===== config.mk =====
export PLATFORM = sky130hd
export DESIGN_NAME = rv32_mem_stage
export DESIGN_NICKNAME = d
export VERILOG_FILES = /design/src/rtl/rv32_mem_stage.sv
export SDC_FILE = /design/constraint.sdc
export NUM_CORES = 1
export LEC_CHECK = 0
export CAP_MARGIN = 10
export CELL_PAD_IN_SITES_DETAIL_PLACEMENT = 1
export CELL_PAD_IN_SITES_GLOBAL_PLACEMENT = 1
export CORE_AREA = 4 4 170 139
export CTS_CLUSTER_SIZE = 40
export DETAILED_ROUTE_END_ITERATION = 7
export DIE_AREA = 0 0 174 143
export GPL_TIMING_DRIVEN = 0
export PLACE_DENSITY_LB_ADDON = 0.2
export SETUP_SLACK_MARGIN = 0.3
export SLEW_MARGIN = 5
export SYNTH_ARGS = -nofsm -noshare
export SYNTH_HDL_FRONTEND = slang
export SYNTH_SLANG_ARGS = --single-unit

===== constraint.sdc =====
create_clock -name clk -period 7.69 [get_ports clk]
set_input_delay 1.538 -clock clk [delete_from_list [all_inputs] [get_ports clk]]
set_output_delay 1.538 -clock clk [all_outputs]
set_load 0.01 [all_outputs]

===== src/rtl/rv32_mem_stage.sv =====
// rtl/rv32_mem_stage.sv - RV32 MEM stage: data bus handshake, byte lanes, load extension, MEM/WB register
// Optional feature macro: RV32_MEM_MISALIGN_TRAP_EN (misaligned access trap, adds misalign_o)
module rv32_mem_stage #(
  parameter int unsigned TIMEOUT_CYC = 255,
  parameter logic [31:0] ERR_DATA    = 32'hDEAD_BEEF
) (
  input  logic        clk,
  input  logic        rst_n,
  input  logic [31:0] alu_res_in,
  input  logic [31:0] bshift_in,
  input  logic [31:0] pc_ret_in,
  input  logic [31:0] data_store_in,
  input  logic [1:0]  data_ctrl_in,
  input  logic [2:0]  rf_in,
  input  logic        pc_hlt_in,
  input  logic [4:0]  sel_rd1_in,
  input  logic [31:0] code_in,
  output logic        stall_o,
  output logic        dmem_req,
  output logic        dmem_we,
  output logic [31:0] dmem_addr,
  output logic [3:0]  dmem_be,
  output logic [31:0] dmem_wdata,
  input  logic        dmem_gnt,
  input  logic        dmem_rvalid,
  input  logic [31:0] dmem_rdata,
  output logic [31:0] wb_data,
  output logic [2:0]  wb_rf,
  output logic [4:0]  wb_rd,
  output logic [31:0] wb_code,
  output logic        wb_valid,
  output logic        pc_hlt_out,
  output logic        bus_err_o
`ifdef RV32_MEM_MISALIGN_TRAP_EN
  ,
  output logic        misalign_o
`endif
);

  typedef enum logic {IDLE, WAIT_RSP} state_t;

  state_t      state;
  logic [31:0] cnt;
  logic [2:0]  f3;
  logic [1:0]  a;
  logic        mem_sel;
  logic        is_store;
  logic        misalign;
  logic        mem_op;
  logic        retire;
  logic        timeout_hit;
  logic [7:0]  rd_byte;
  logic [15:0] rd_half;
  logic [31:0] load_ext;
  logic [31:0] wb_sel;

  assign f3        = code_in[14:12];
  assign a         = alu_res_in[1:0];
  assign mem_sel   = data_ctrl_in[1] & ~pc_hlt_in;
  assign is_store  = ~data_ctrl_in[0];
  assign dmem_we   = is_store;
  assign dmem_addr = {alu_res_in[31:2], 2'b00};

`ifdef RV32_MEM_MISALIGN_TRAP_EN
  assign misalign = mem_sel & (((f3[1:0] == 2'b01) & a[0]) |
                               ((f3[1:0] == 2'b10) & (a != 2'b00)));
`else
  assign misalign = 1'b0;
`endif

  // Misaligned accesses never reach the bus; they retire as bubbles-with-trap.
  assign mem_op  = mem_sel & ~misalign;
  assign stall_o = ~retire;

  // Handshake decode: bus request, retire point and response timeout.
  always_comb begin
    dmem_req    = 1'b0;
    retire      = 1'b0;
    timeout_hit = 1'b0;
    case (state)
      IDLE: begin
        if (!mem_op) begin
          retire = 1'b1;
        end else begin
          dmem_req = 1'b1;
          retire   = dmem_gnt & is_store;
        end
      end
      WAIT_RSP: begin
        if (dmem_rvalid) begin
          retire = 1'b1;
        end else if ((TIMEOUT_CYC != 0) && (cnt == TIMEOUT_CYC - 32'd1)) begin
          retire      = 1'b1;
          timeout_hit = 1'b1;
        end
      end
      default: ;
    endcase
  end

  // Store lane placement: enables from size/offset, data replicated across lanes.
  always_comb begin
    dmem_be    = 4'hF;
    dmem_wdata = data_store_in;
    case (f3[1:0])
      2'b00: begin
        dmem_be    = 4'b0001 << a;
        dmem_wdata = {4{data_store_in[7:0]}};
      end
      2'b01: begin
        dmem_be    = a[1] ? 4'b1100 : 4'b0011;
        dmem_wdata = {2{data_store_in[15:0]}};
      end
      default: ;
    endcase
  end

  // Load lane extraction followed by sign/zero extension.
  always_comb begin
    case (a)
      2'b00:   rd_byte = dmem_rdata[7:0];
      2'b01:   rd_byte = dmem_rdata[15:8];
      2'b10:   rd_byte = dmem_rdata[23:16];
      default: rd_byte = dmem_rdata[31:24];
    endcase
    rd_half = a[1] ? dmem_rdata[31:16] : dmem_rdata[15:0];
    case (f3)
      3'b000:  load_ext = {{24{rd_byte[7]}}, rd_byte};
      3'b001:  load_ext = {{16{rd_half[15]}}, rd_half};
      3'b100:  load_ext = {24'h0, rd_byte};
      3'b101:  load_ext = {16'h0, rd_half};
      default: load_ext = dmem_rdata;
    endcase
  end

  // Writeback source select; a timed-out load substitutes the error pattern.
  always_comb begin
    case (rf_in[2:1])
      2'b00:   wb_sel = alu_res_in;
      2'b01:   wb_sel = bshift_in;
      2'b10:   wb_sel = pc_ret_in;
      default: wb_sel = timeout_hit ? ERR_DATA : load_ext;
    endcase
  end

  // Access FSM and WAIT_RSP cycle counter.
  always_ff @(posedge clk or negedge rst_n) begin
    if (!rst_n) begin
      state <= IDLE;
      cnt   <= 32'd0;
    end else begin
      case (state)
        IDLE: begin
          cnt <= 32'd0;
          if (mem_op && dmem_gnt && !is_store) state <= WAIT_RSP;
        end
        WAIT_RSP: begin
          if (retire) begin
            state <= IDLE;
            cnt   <= 32'd0;
          end else begin
            cnt <= cnt + 32'd1;
          end
        end
        default: state <= IDLE;
      endcase
    end
  end

  // MEM/WB register: payload holds during bubbles, write enable cleared.
  always_ff @(posedge clk or negedge rst_n) begin
    if (!rst_n) begin
      wb_data    <= 32'd0;
      wb_rf      <= 3'd0;
      wb_rd      <= 5'd0;
      wb_code    <= 32'd0;
      wb_valid   <= 1'b0;
      pc_hlt_out <= 1'b1;
      bus_err_o  <= 1'b0;
`ifdef RV32_MEM_MISALIGN_TRAP_EN
      misalign_o <= 1'b0;
`endif
    end else begin
      wb_valid   <= retire;
      pc_hlt_out <= pc_hlt_in;
      bus_err_o  <= timeout_hit;
`ifdef RV32_MEM_MISALIGN_TRAP_EN
      misalign_o <= retire & misalign;
`endif
      if (retire) begin
        wb_data <= wb_sel;
        wb_rf   <= {rf_in[2:1], rf_in[0] & ~misalign};
        wb_rd   <= sel_rd1_in;
        wb_code <= code_in;
      end else begin
        wb_rf[0] <= 1'b0;
      end
    end
  end

endmodule

==> key figures <==
Routing
  • Met3 wire length: 2440 um
  • Post-route ant nets: 0
  • Iteration count of the initial detailed-routing pass: 4
  • 1st-iter DRT viols: 423
  • Top layer in use: met5
  • DRT met1 WL: 13100 um
  • Routed len/inst: around 22 um
  • Metal2 WL: 13500 um
  • Vias after detailed routing: 6691
  • Vias per inst: around 5
  • DRT Wirelength: 29500 um
  • # DRC: 0

Worst setup path
  • Reg2reg path depth: 9
  • Reg2reg setup slack: between 4 and 5 ns
  • RR Endpoint: wb_code[28]$_DFFE_PN0N_
  • Critical Path Source Type: input pin
  • RR Startpoint: state$_DFF_PN0_
  • Worst-path maximum fanout: 10
  • Worst path required time: 6.15 ns
  • Critical Path AT: 4.66 ns
  • Crit path launch: pc_hlt_in
  • CP Capture Type: output port
  • Critical path class: input pin to output port

Min path
  • Hold endpoint: wb_data[3]$_DFFE_PN0N_
  • Worst hold path stage count: 1
  • Hold crit path type: register to register
  • Worst hold start: wb_data[3]$_DFFE_PN0N_

Logic synthesis
  • Mapped Cells: 679
  • Yosys Warn Count: 0
  • Async SR Flop Fraction: 100%
  • Post-synth cell types: 55
  • Commonest register cell after synthesis: dfrtp_1
  • Seq/Total Area, Yosys: 40.4%
  • Syn_area_per_cell: 9.85 um^2
  • Share of the synthesized area in the top cell type: 40.1%
  • Largest cells by area after synthesis: dfrtp_1 40%, mux2_2 10%, buf_4 4.6%
  • Seq cells post-synth: 108
  • EDFF count, synth: 0
  • Synth Cell Area: 6690 um^2
  • Largest area contributor in the netlist: dfrtp_1

GRT
  • Initial antenna violation count: 2
  • Number of global-route vias before repair: 7045
  • First-pass GRT wire length: 44000 um
  • Grt total ovfl: 0
  • Largest net degree at the start of global routing: 62
  • Total GRT Usage: 22.9%

Placed design
  • Placed Area: 10600 um^2
  • Dpl hpwl: 23600 um
  • Routability Congestion: 0.859
  • Post-place setup slack: 1.56 ns
  • Number of port buffers: 348

Timing
  • Slew Viols, Final: 0
  • Final hold vios: 0
  • Period utilisation layout: 80.6%
  • Setup TNS Final: 0 ns
  • Worst Slack Setup Final: between 1 and 1.5 ns
  • Slew headroom: a little over a quarter
  • Worst slew pin tran: between 1 and 1.5 ns
  • Final Skew: 0.0160 ns
  • Final Setup Violations: 0
  • Fin crit period: between 6 and 7 ns
  • RSZ-0062 raised after global routing: false
  • Fmax: about 160 MHz

Floorplanning
  • DIE WIDTH: about 170 um
  • # rows: 49
  • Initial Util: 30.3%
  • Height of the die: 143 um
  • I/O pin cnt: 353
  • Core Area: between 20000 and 25000 um^2
  • Die area: 24900 um^2

CTS
  • Max clock buf depth: 2
  • Post-CTS setup buffers: 0
  • Post-CTS Resized: 0
  • CTS Root Cell: clkbuf_16
  • Cts bufs inserted: 9
  • Hold_buf cts: 0
  • H-tree Lvls: 3
  • Worst-Skew Late Latency: 0.37 ns
  • Clk pin slew, worst setup/hold paths: about 0.08 ns
  • Clk sinks: 108
  • CTS tree: done

Finish
  • Share of layout cells above drive strength 1: 15.0%
  • Final instance area: 10900 um^2
  • Area grow syn2layout: 62.4%
  • Final nets: 1249

Outcome
  • Status: complete, no violations

Pwr
  • PwrDens: about 150 nW/um^2
  • Leak pwr: 4.27 nW
  • Power Total: 0.00165 W
  • Maximum vdd drop: 103 uV

Run
  • Max-cap violations: 0
## cells by family after synthesis
family | synth area share, %
AOI/OAI and AO/OA | 15.5
xor gates and xnor gates | 3.41
adders and majority gates | 0.374
buffers and inverters | 8.83
DFF | 40.4
muxes | 17.0
other | 0.0561
and+or+nand+nor | 14.4
## report_power, final
part / internal (W) / leakage [nW] / switching, W
Combinational: 0.000312 / 2.78 / 0.000218
Sequential: 0.000615 / 1.33 / 0.0000280
Clock: 0.000238 / 0.148 / 0.000243
Total: 0.00117 / 4.27 / 0.000489
## cells in the mapped netlist, types with 6 or more instances
cell type and number:
nor2b_1 12, a211o_1 8, o31ai_1 7, nor4_1 12
a21oi_1 22, o221ai_1 8, dfrtp_1 107, nand3_1 21
xor2_1 6, o22ai_1 13, o2bb2ai_1 8, clkbuf_1 38
o221a_2 11, xnor2_1 20, mux2_2 62, inv_1 17
o21ai_0 41, and2_1 15, or3_1 6, mux2i_1 27
a211oi_1 6, nand2_1 32, nor2_1 46, nor3_1 15
mux2_4 11, buf_4 41
## sequential cells by signal, indices dropped and copies added (netlist names)
signal / flops
bus_err_o: 1
cnt: 32
pc_hlt_out: 1
state: 1
wb_code: 32
wb_data: 32
wb_rd: 5
wb_rf: 3
wb_valid: 1
## per-stage QoR
step | utilization [%] | hold WS (ns) | cells
after global routing | 49.2 | 0.518 | 1325
after global placement | 47.7 | 0.470 | 1308
after floorplan | - | 0.492 | 680
after CTS | 49.2 | 0.496 | 1325
final | 49.2 | 0.497 | 1326
after detailed placement | 47.8 | 0.473 | 1309
## worst max path at each step
stage,to,slack (ns),cells past startpoint
final,stall_o,1.49,10
after global routing,stall_o,1.28,10
after CTS,stall_o,1.54,10
after detailed placement,stall_o,1.56,10
after global placement,wb_valid$_DFF_PN0_,0.57,1
after floorplan,stall_o,3.01,8
## metal layers
metal | track usage, % | vias up
li1 | - | 3138
met1 | 31.1 | 3271
met2 | 36.5 | 254
met3 | 7.28 | 26
met4 | 4.41 | 2
met5 | 0 | -
## critical path: stages
cell             delay (ns)
clkdlybuf4s50_1        0.44
nor3b_1                0.36
a21boi_0               0.68
nor2_1                 0.18
or2_1                  0.28
buf_4                  0.18
inv_2                  0.09
buf_6                  0.16
buf_6                  0.16
clkdlybuf4s50_1        0.58
## placed cells by master, fill, tap and decap left out, drive strengths merged, types with 20 or more instances in the layout
master         synthesis  layout
a21oi                 22      22
buf                   53      55
clkbuf                38      48
clkdlybuf4s50          0     347
dfrtp                107     107
inv                   18      21
mux2                  73      73
mux2i                 27      27
nand2                 32      32
nand3                 21      21
nor2                  46      46
o21ai                 42      42
xnor2                 20      20
## final cells by class
type | instances | area (um^2)
repair buffers | 349 | 3510
inverters | 18 | 67.6
diodes | 1 | 2.50
fillers | 2489 | 11200
flip-flops and latches | 108 | 2700
clock inverters | 6 | 62.6
plain buffers | 91 | 523
well taps | 280 | 350
clock buffers | 10 | 239
multi-input cells | 463 | 3390
Note: power is estimated with default switching activity, not from simulation.
